<file path="src/rtl/traffic_pkg.sv">
// Shared definitions for the Breadboard intersection controller: phase codes,
// approach and lane indices, and helpers that map approaches onto lane bits.
package traffic_pkg;

    typedef logic [2:0] mode_t;
    typedef logic [1:0] approach_t;

    localparam mode_t ST_GREEN  = 3'd0;
    localparam mode_t ST_YELLOW = 3'd1;
    localparam mode_t ST_ALLRED = 3'd2;
    localparam mode_t ST_PED    = 3'd3;
    localparam mode_t ST_EMG    = 3'd4;

    localparam approach_t APP_N = 2'd0;
    localparam approach_t APP_E = 2'd1;
    localparam approach_t APP_S = 2'd2;
    localparam approach_t APP_W = 2'd3;

    localparam int unsigned LANE_N2 = 32'd0;
    localparam int unsigned LANE_N1 = 32'd1;
    localparam int unsigned LANE_E2 = 32'd2;
    localparam int unsigned LANE_E1 = 32'd3;
    localparam int unsigned LANE_S2 = 32'd4;
    localparam int unsigned LANE_S1 = 32'd5;
    localparam int unsigned LANE_W2 = 32'd6;
    localparam int unsigned LANE_W1 = 32'd7;

    function automatic logic [7:0] approach_mask(input approach_t app);
        return 8'b0000_0011 << {app, 1'b0};
    endfunction

    // Sum of the two 8-bit queue counts owned by an approach, widened so it cannot wrap.
    function automatic logic [8:0] approach_score(input logic [63:0] lanes, input approach_t app);
        logic [5:0] base;
        base = {app, 4'b0000};
        return {1'b0, lanes[base +: 8]} + {1'b0, lanes[base + 6'd8 +: 8]};
    endfunction

    function automatic approach_t emergency_approach(input logic [7:0] lane_bits);
        approach_t app;
        if (|lane_bits[7:6]) begin
            app = APP_W;
        end else if (|lane_bits[5:4]) begin
            app = APP_S;
        end else if (|lane_bits[3:2]) begin
            app = APP_E;
        end else begin
            app = APP_N;
        end
        return app;
    endfunction

endpackage

</file>
<file path="src/rtl/approach_select.sv">
// Combinational choice of the next approach to serve: heaviest demand wins,
// ties broken in rotational order after the current approach.
module approach_select
    import traffic_pkg::*;
(
    input  logic [63:0] lanes_i,
    input  logic [1:0]  cur_approach_i,
    output logic [1:0]  next_approach_o
);

    logic [8:0] score_s [4];
    logic [1:0] best_app_s;
    logic [1:0] cand_s;
    logic [8:0] best_score_s;
    logic       others_zero_s;

    // Demand per approach.
    always_comb begin
        for (int a = 0; a < 4; a++) begin
            score_s[a] = approach_score(lanes_i, 2'(a));
        end
    end

    // Scan the other three approaches starting at cur+1; strict compare keeps the earliest on ties.
    always_comb begin
        best_app_s    = cur_approach_i + 2'd1;
        best_score_s  = score_s[best_app_s];
        others_zero_s = (best_score_s == 9'd0);
        cand_s        = 2'd0;
        for (int k = 2; k < 4; k++) begin
            cand_s = cur_approach_i + 2'(k);
            if (score_s[cand_s] != 9'd0) begin
                others_zero_s = 1'b0;
            end else begin
                others_zero_s = others_zero_s;
            end
            if (score_s[cand_s] > best_score_s) begin
                best_score_s = score_s[cand_s];
                best_app_s   = cand_s;
            end else begin
                best_score_s = best_score_s;
            end
        end
        // The current approach keeps the green only when nobody else is waiting.
        if (others_zero_s && (score_s[cur_approach_i] != 9'd0)) begin
            next_approach_o = cur_approach_i;
        end else begin
            next_approach_o = best_app_s;
        end
    end

endmodule

</file>
<file path="src/rtl/phase_scheduler.sv">
// Intersection phase controller: owns the phase FSM, the countdown timer,
// the pedestrian latch and the registered lamp masks.
module phase_scheduler
    import traffic_pkg::*;
#(
    parameter int unsigned GREEN_DAY   = 32'd20,
    parameter int unsigned GREEN_NIGHT = 32'd8,
    parameter int unsigned YELLOW_TIME = 32'd3,
    parameter int unsigned ALLRED_TIME = 32'd1,
    parameter int unsigned PED_TIME    = 32'd10,
    parameter int unsigned EMG_MIN     = 32'd15
) (
    input  logic        clk,
    input  logic        rst,
    input  logic [63:0] lanes,
    input  logic        dayNightSignal,
    input  logic        pedSignal,
    input  logic        emgSignal,
    input  logic [7:0]  emgLane,
    output logic [7:0]  trafficLightOutput,
    output logic [7:0]  amberOutput,
    output logic [7:0]  walkingLightOutput,
    output logic [2:0]  trafficMode,
    output logic [7:0]  currentCount,
    output logic [1:0]  activeApproach
);

    localparam logic [7:0] LD_GREEN_DAY   = 8'(GREEN_DAY - 32'd1);
    localparam logic [7:0] LD_GREEN_NIGHT = 8'(GREEN_NIGHT - 32'd1);
    localparam logic [7:0] LD_YELLOW      = 8'(YELLOW_TIME - 32'd1);
    localparam logic [7:0] LD_ALLRED      = 8'(ALLRED_TIME - 32'd1);
    localparam logic [7:0] LD_PED         = 8'(PED_TIME - 32'd1);
    localparam logic [7:0] LD_EMG         = 8'(EMG_MIN - 32'd1);

    mode_t      mode_q, mode_d;
    logic [7:0] count_q, count_d;
    approach_t  app_q, app_d;
    logic       ped_q, ped_d;
    logic [7:0] green_q, green_d;
    logic [7:0] amber_q, amber_d;
    logic [7:0] walk_q, walk_d;

    approach_t  sel_app_s;
    approach_t  emg_app_s;
    logic       emg_valid_s;
    logic       expired_s;

    approach_select u_select (
        .lanes_i         (lanes),
        .cur_approach_i  (app_q),
        .next_approach_o (sel_app_s)
    );

    assign emg_valid_s = emgSignal && (emgLane != 8'h00);
    assign emg_app_s   = emergency_approach(emgLane);
    assign expired_s   = (count_q == 8'd0);

    // Next phase, countdown and served approach.
    always_comb begin
        mode_d  = mode_q;
        count_d = expired_s ? 8'd0 : (count_q - 8'd1);
        app_d   = app_q;
        ped_d   = ped_q | pedSignal;
        case (mode_q)
            ST_GREEN: begin
                if (emg_valid_s && (emg_app_s != app_q)) begin
                    mode_d  = ST_YELLOW;
                    count_d = LD_YELLOW;
                end else if (emg_valid_s) begin
                    mode_d  = ST_EMG;
                    count_d = LD_EMG;
                end else if (expired_s) begin
                    mode_d  = ST_YELLOW;
                    count_d = LD_YELLOW;
                end else begin
                    mode_d  = ST_GREEN;
                end
            end
            ST_YELLOW: begin
                if (expired_s) begin
                    mode_d  = ST_ALLRED;
                    count_d = LD_ALLRED;
                end else begin
                    mode_d  = ST_YELLOW;
                end
            end
            ST_ALLRED: begin
                if (!expired_s) begin
                    mode_d  = ST_ALLRED;
                end else if (emg_valid_s) begin
                    mode_d  = ST_EMG;
                    count_d = LD_EMG;
                    app_d   = emg_app_s;
                end else if (ped_q) begin
                    // A request arriving on this very edge is served by this walk phase.
                    mode_d  = ST_PED;
                    count_d = LD_PED;
                    ped_d   = 1'b0;
                end else begin
                    mode_d  = ST_GREEN;
                    count_d = dayNightSignal ? LD_GREEN_DAY : LD_GREEN_NIGHT;
                    app_d   = sel_app_s;
                end
            end
            ST_PED: begin
                if (emg_valid_s || expired_s) begin
                    mode_d  = ST_ALLRED;
                    count_d = LD_ALLRED;
                end else begin
                    mode_d  = ST_PED;
                end
            end
            ST_EMG: begin
                if (!emgSignal && expired_s) begin
                    mode_d  = ST_YELLOW;
                    count_d = LD_YELLOW;
                end else begin
                    mode_d  = ST_EMG;
                end
            end
            default: begin
                mode_d  = ST_ALLRED;
                count_d = LD_ALLRED;
            end
        endcase
    end

    // Lamp masks derived from the next state so they line up with the state register.
    always_comb begin
        green_d = 8'h00;
        amber_d = 8'h00;
        walk_d  = 8'h00;
        case (mode_d)
            ST_GREEN, ST_EMG: green_d = approach_mask(app_d);
            ST_YELLOW:        amber_d = approach_mask(app_d);
            ST_PED:           walk_d  = 8'hFF;
            default: begin
                green_d = 8'h00;
                amber_d = 8'h00;
                walk_d  = 8'h00;
            end
        endcase
    end

    // State, timer, latch and output registers with synchronous active-low reset.
    always_ff @(posedge clk) begin
        if (!rst) begin
            mode_q  <= ST_ALLRED;
            count_q <= LD_ALLRED;
            app_q   <= APP_W;
            ped_q   <= 1'b0;
            green_q <= 8'h00;
            amber_q <= 8'h00;
            walk_q  <= 8'h00;
        end else begin
            mode_q  <= mode_d;
            count_q <= count_d;
            app_q   <= app_d;
            ped_q   <= ped_d;
            green_q <= green_d;
            amber_q <= amber_d;
            walk_q  <= walk_d;
        end
    end

    assign trafficLightOutput = green_q;
    assign amberOutput        = amber_q;
    assign walkingLightOutput = walk_q;
    assign trafficMode        = mode_q;
    assign currentCount       = count_q;
    assign activeApproach     = app_q;

endmodule

</file>
<file path="config.mk">
export PLATFORM = sky130hd
export DESIGN_NAME = phase_scheduler
export DESIGN_NICKNAME = d
export VERILOG_FILES = /design/src/rtl/traffic_pkg.sv /design/src/rtl/approach_select.sv /design/src/rtl/phase_scheduler.sv
export SDC_FILE = /design/constraint.sdc
export NUM_CORES = 1
export LEC_CHECK = 0
export CAP_MARGIN = 15
export CORE_ASPECT_RATIO = 0.6
export CORE_MARGIN = 4
export CORE_UTILIZATION = 55
export CTS_CLUSTER_SIZE = 24
export DETAILED_ROUTE_END_ITERATION = 6
export GPL_TIMING_DRIVEN = 0
export PLACE_DENSITY = 0.89
export SYNTH_ARGS = -nofsm -noshare
export SYNTH_HDL_FRONTEND = slang
export SYNTH_SLANG_ARGS = --single-unit
</file>
<file path="constraint.sdc">
create_clock -name clk -period 19.2 [get_ports clk]
set_input_delay 3.84 -clock clk [delete_from_list [all_inputs] [get_ports clk]]
set_output_delay 3.84 -clock clk [all_outputs]
set_load 0.005 [all_outputs]
</file>
==> impl_results.md <==
- Outcome: complete, but fails checks
- Failing checks: design-rule violations
- Largest net degree at the start of global routing: 14
- Synth top area share: 14.39%
- Gp weighted congestion: 0.9685
- Synthesis-stage register bit count: 23
- Post-cts gate resize count: 0
- IO Port Bufs: 113
- Worst Path Arrival: 10710 ps
- Multi-input logic area: 3627 µm²
- Post-synth ARST share: 0%
- Min-delay src: currentCount[7]
- Register Area: 460.4 µm²
- Vias in the first global route: 4845
- Fin Hold WS: 592.5 ps
- Worst-path maximum fanout: 10
- Max_cap viols: 0
- DP HPWL: 12830 µm
- Die Ht: 77.55 µm
- Max Slew Vio Count: 0
- Slew headroom: 23.36%
- Global-route wire length before repair: 24560 µm
- Final Power: 0.0007759 W
- Global-route usage over all layers: 31.64%
- Hold Buf Count CTS: 0
- PwrDens: 134.2 nW/µm²
- Final worst slack: 8656 ps
- Die ar.: 9610 µm²
- Largest family of logic cells by synthesized area: compound AO/OA/AOI/OAI gates
- Clk_skew: 4.075 ps
- Cells on Worst Hold Path: 2
- Worst vdd ir: 95.65 µV
- Sequential share of the synthesized area: 10.38%
- Worst-Skew Late Latency: 260 ps
- Hold Violations, Final: 0
- Die X: 123.9 µm
- DRT iter0 DRCs: 734
- Synth Instances: 600
- DRC violations left: 25
- CP max stage cell: nor3b_1
- Mapped Area: 4434 µm²
- Complex-gate fraction of the synthesized area: 27.54%
- Critical Path Start Type: primary input
- RR Endpoint: amberOutput[5]
- Most common cell in the netlist: nor2_1
- TritonCTS Sinks: 23
- Main area contributors after synthesis: ha_1 (14%), dfxtp_1 (10%), nor2_1 (6.5%)
- Clk buf depth: 2
- Period utilization: 54.92%
- Area Growth Syn to Fin: 30.36%
- Gr ovfl total: 0
- DRT antenna net count: 0
- Post-synthesis simple-gate area fraction: 25.99%
- Avg Cell Area, Syn: 7.390 µm²
- Io pins: 114
- Final setup TNS: 0 ps
- R2r setup slk: 12350 ps
- # rows: 25
- Total CTS buffers: 3
- Number of flops mapped to enable cells by yosys: 0
- Fmax achieved: 94.84 MHz
- Root buffer cell: clkbuf_16
- Required time worst endpoint: 19360 ps
- Fin area: 5781 µm²
- Post-CTS Setup Bufs: 0
- Worst min path class: reg2reg
- Worst min-delay path endpoint: currentCount[7]
- Minimum clock period: 10540 ps
- Antenna diodes: 0
- Main synth FF type: dfxtp_1
- Vias: 5301
- Dpl cell area: 5700 µm²
- Layout net count: 850
- Warnings, synthesis: 0
- Most frequent cells after synthesis: nor2_1 (77), a21oi_1 (55), ha_1 (51)
- Post-synthesis mux area share: 7.336%
- Netlist cell types: 80
- Initial antenna violation count: 0
- Core ar.: 7851 µm²
- Fillers: 648
- Routed wire per std cell: 19.06 µm
- CTS tree: built
- Slew @ Worst Pin: 1141 ps
- Via-to-Cell Ratio: 6.425
- DRT Pass-1 Iters: 7
- Reg-to-Reg Start: activeApproach[0]
- H-tree depth: 1
- Syn_nets: 732
- Critical path class: in2reg
- Leakage: 2.422 nW
- Crit. End Element: register
- Starting Density: 56.48%
- Xor and xnor fraction of the mapped netlist area: 4.740%
- R2R cell count: 27
- RSZ-0062 raised after global routing: false
- Routed WL: 15720 µm
- Critical path's largest stage delay: 580 ps
- Synth area leader: ha_1
- Post-place setup slack: 8719 ps
- CP most frequent cell: a21oi_1
- Reg clk slew, reported paths: 60 ps
- Endpoints failing setup: 0
- Share of layout cells above drive strength 1: 7.950%
- Synth Area in Adders: 16.20%
[cell type report]
cell class	count	share of cell area, %
Multi-Input combinational cell	519	62.75
Clock inverter	1	0.08658
Buffer	41	4.892
Timing Repair Buffer	113	19.57
Inverter	17	1.104
Tap cell	108	2.338
Sequential cell	23	7.965
Clock buffer	3	1.299
[cell usage in the layout (no fill, tap or decap), types with 5 or more instances in the layout]
cell	netlist	layout
buf_4	17	17
clkbuf_1	16	16
nor3_1	30	30
mux2_2	6	6
o21a_1	12	12
o21ai_0	36	36
nor3b_1	9	9
a211oi_1	10	10
nand2_1	45	45
nor4_1	10	10
a21oi_1	55	55
nand3_1	13	13
dfxtp_1	23	23
clkbuf_8	5	5
a21o_1	10	10
clkdlybuf4s50_1	0	113
mux2i_1	19	19
o211ai_1	5	5
ha_1	51	51
nor2_1	77	77
o31ai_1	6	6
xnor2_1	15	15
inv_1	16	16
xor2_1	9	9
[critical path: cells and delay by family]
kind	cells	cell delay, ps
compound gates	14	2910
fa+ha+maj	3	890
simple gates	6	1360
mux	1	310
buf+inv	5	1410
[power breakdown]
part | switching, W | leakage, nW | total (W) | internal, W
Combinational | 0.000371 | 2.19 | 0.000652 | 0.000281
Clock | 0.0000174 | 0.0409 | 0.0000454 | 0.0000280
Sequential | 0.0000168 | 0.188 | 0.0000784 | 0.0000616
Total | 0.000405 | 2.42 | 0.000776 | 0.000371
[flip-flops by register name (all words and copies together), names as in the netlist]
name	cells
activeApproach	2
trafficMode	3
walkingLightOutput	1
amberOutput	4
currentCount	8
trafficLightOutput	4
ped_q	1
[cells by family after synthesis]
logic type | after synthesis
xor gates and xnor gates | 24
muxes | 28
and+or+nand+nor | 230
buffers and inverters | 58
adders and majority gates | 55
AOI/OAI and AO/OA | 182
DFF | 23
[stage by stage]
step                instances  util [%]
detailed placement        821     72.61
floorplan                 600         -
finish                    825     73.63
global placement          821     72.61
CTS                       825     73.63
global route              825     73.63
[worst max path at each step]
stage                     startpoint                     to  slack (ps)
final                      lanes[17]         amberOutput[5]        8660
after global routing       lanes[33]  trafficLightOutput[5]        8310
after CTS                  lanes[17]         amberOutput[1]        8980
after detailed placement   lanes[17]         amberOutput[1]        8720
after global placement     lanes[32]         amberOutput[1]        8950
after floorplan            lanes[16]         amberOutput[1]       10180
[layer usage]
| metal | vias up | GRT usage, % | routed length (µm) |
|---|---|---|---|
| met5 | - | 0 | 0 |
| met4 | 0 | 2.077 | 127 |
| met3 | 30 | 9.323 | 2346 |
| met2 | 399 | 47.22 | 6275 |
| met1 | 2393 | 46.87 | 6972 |
| li1 | 2479 | - | - |
No activity file was read; power rests on OpenSTA's default activity.
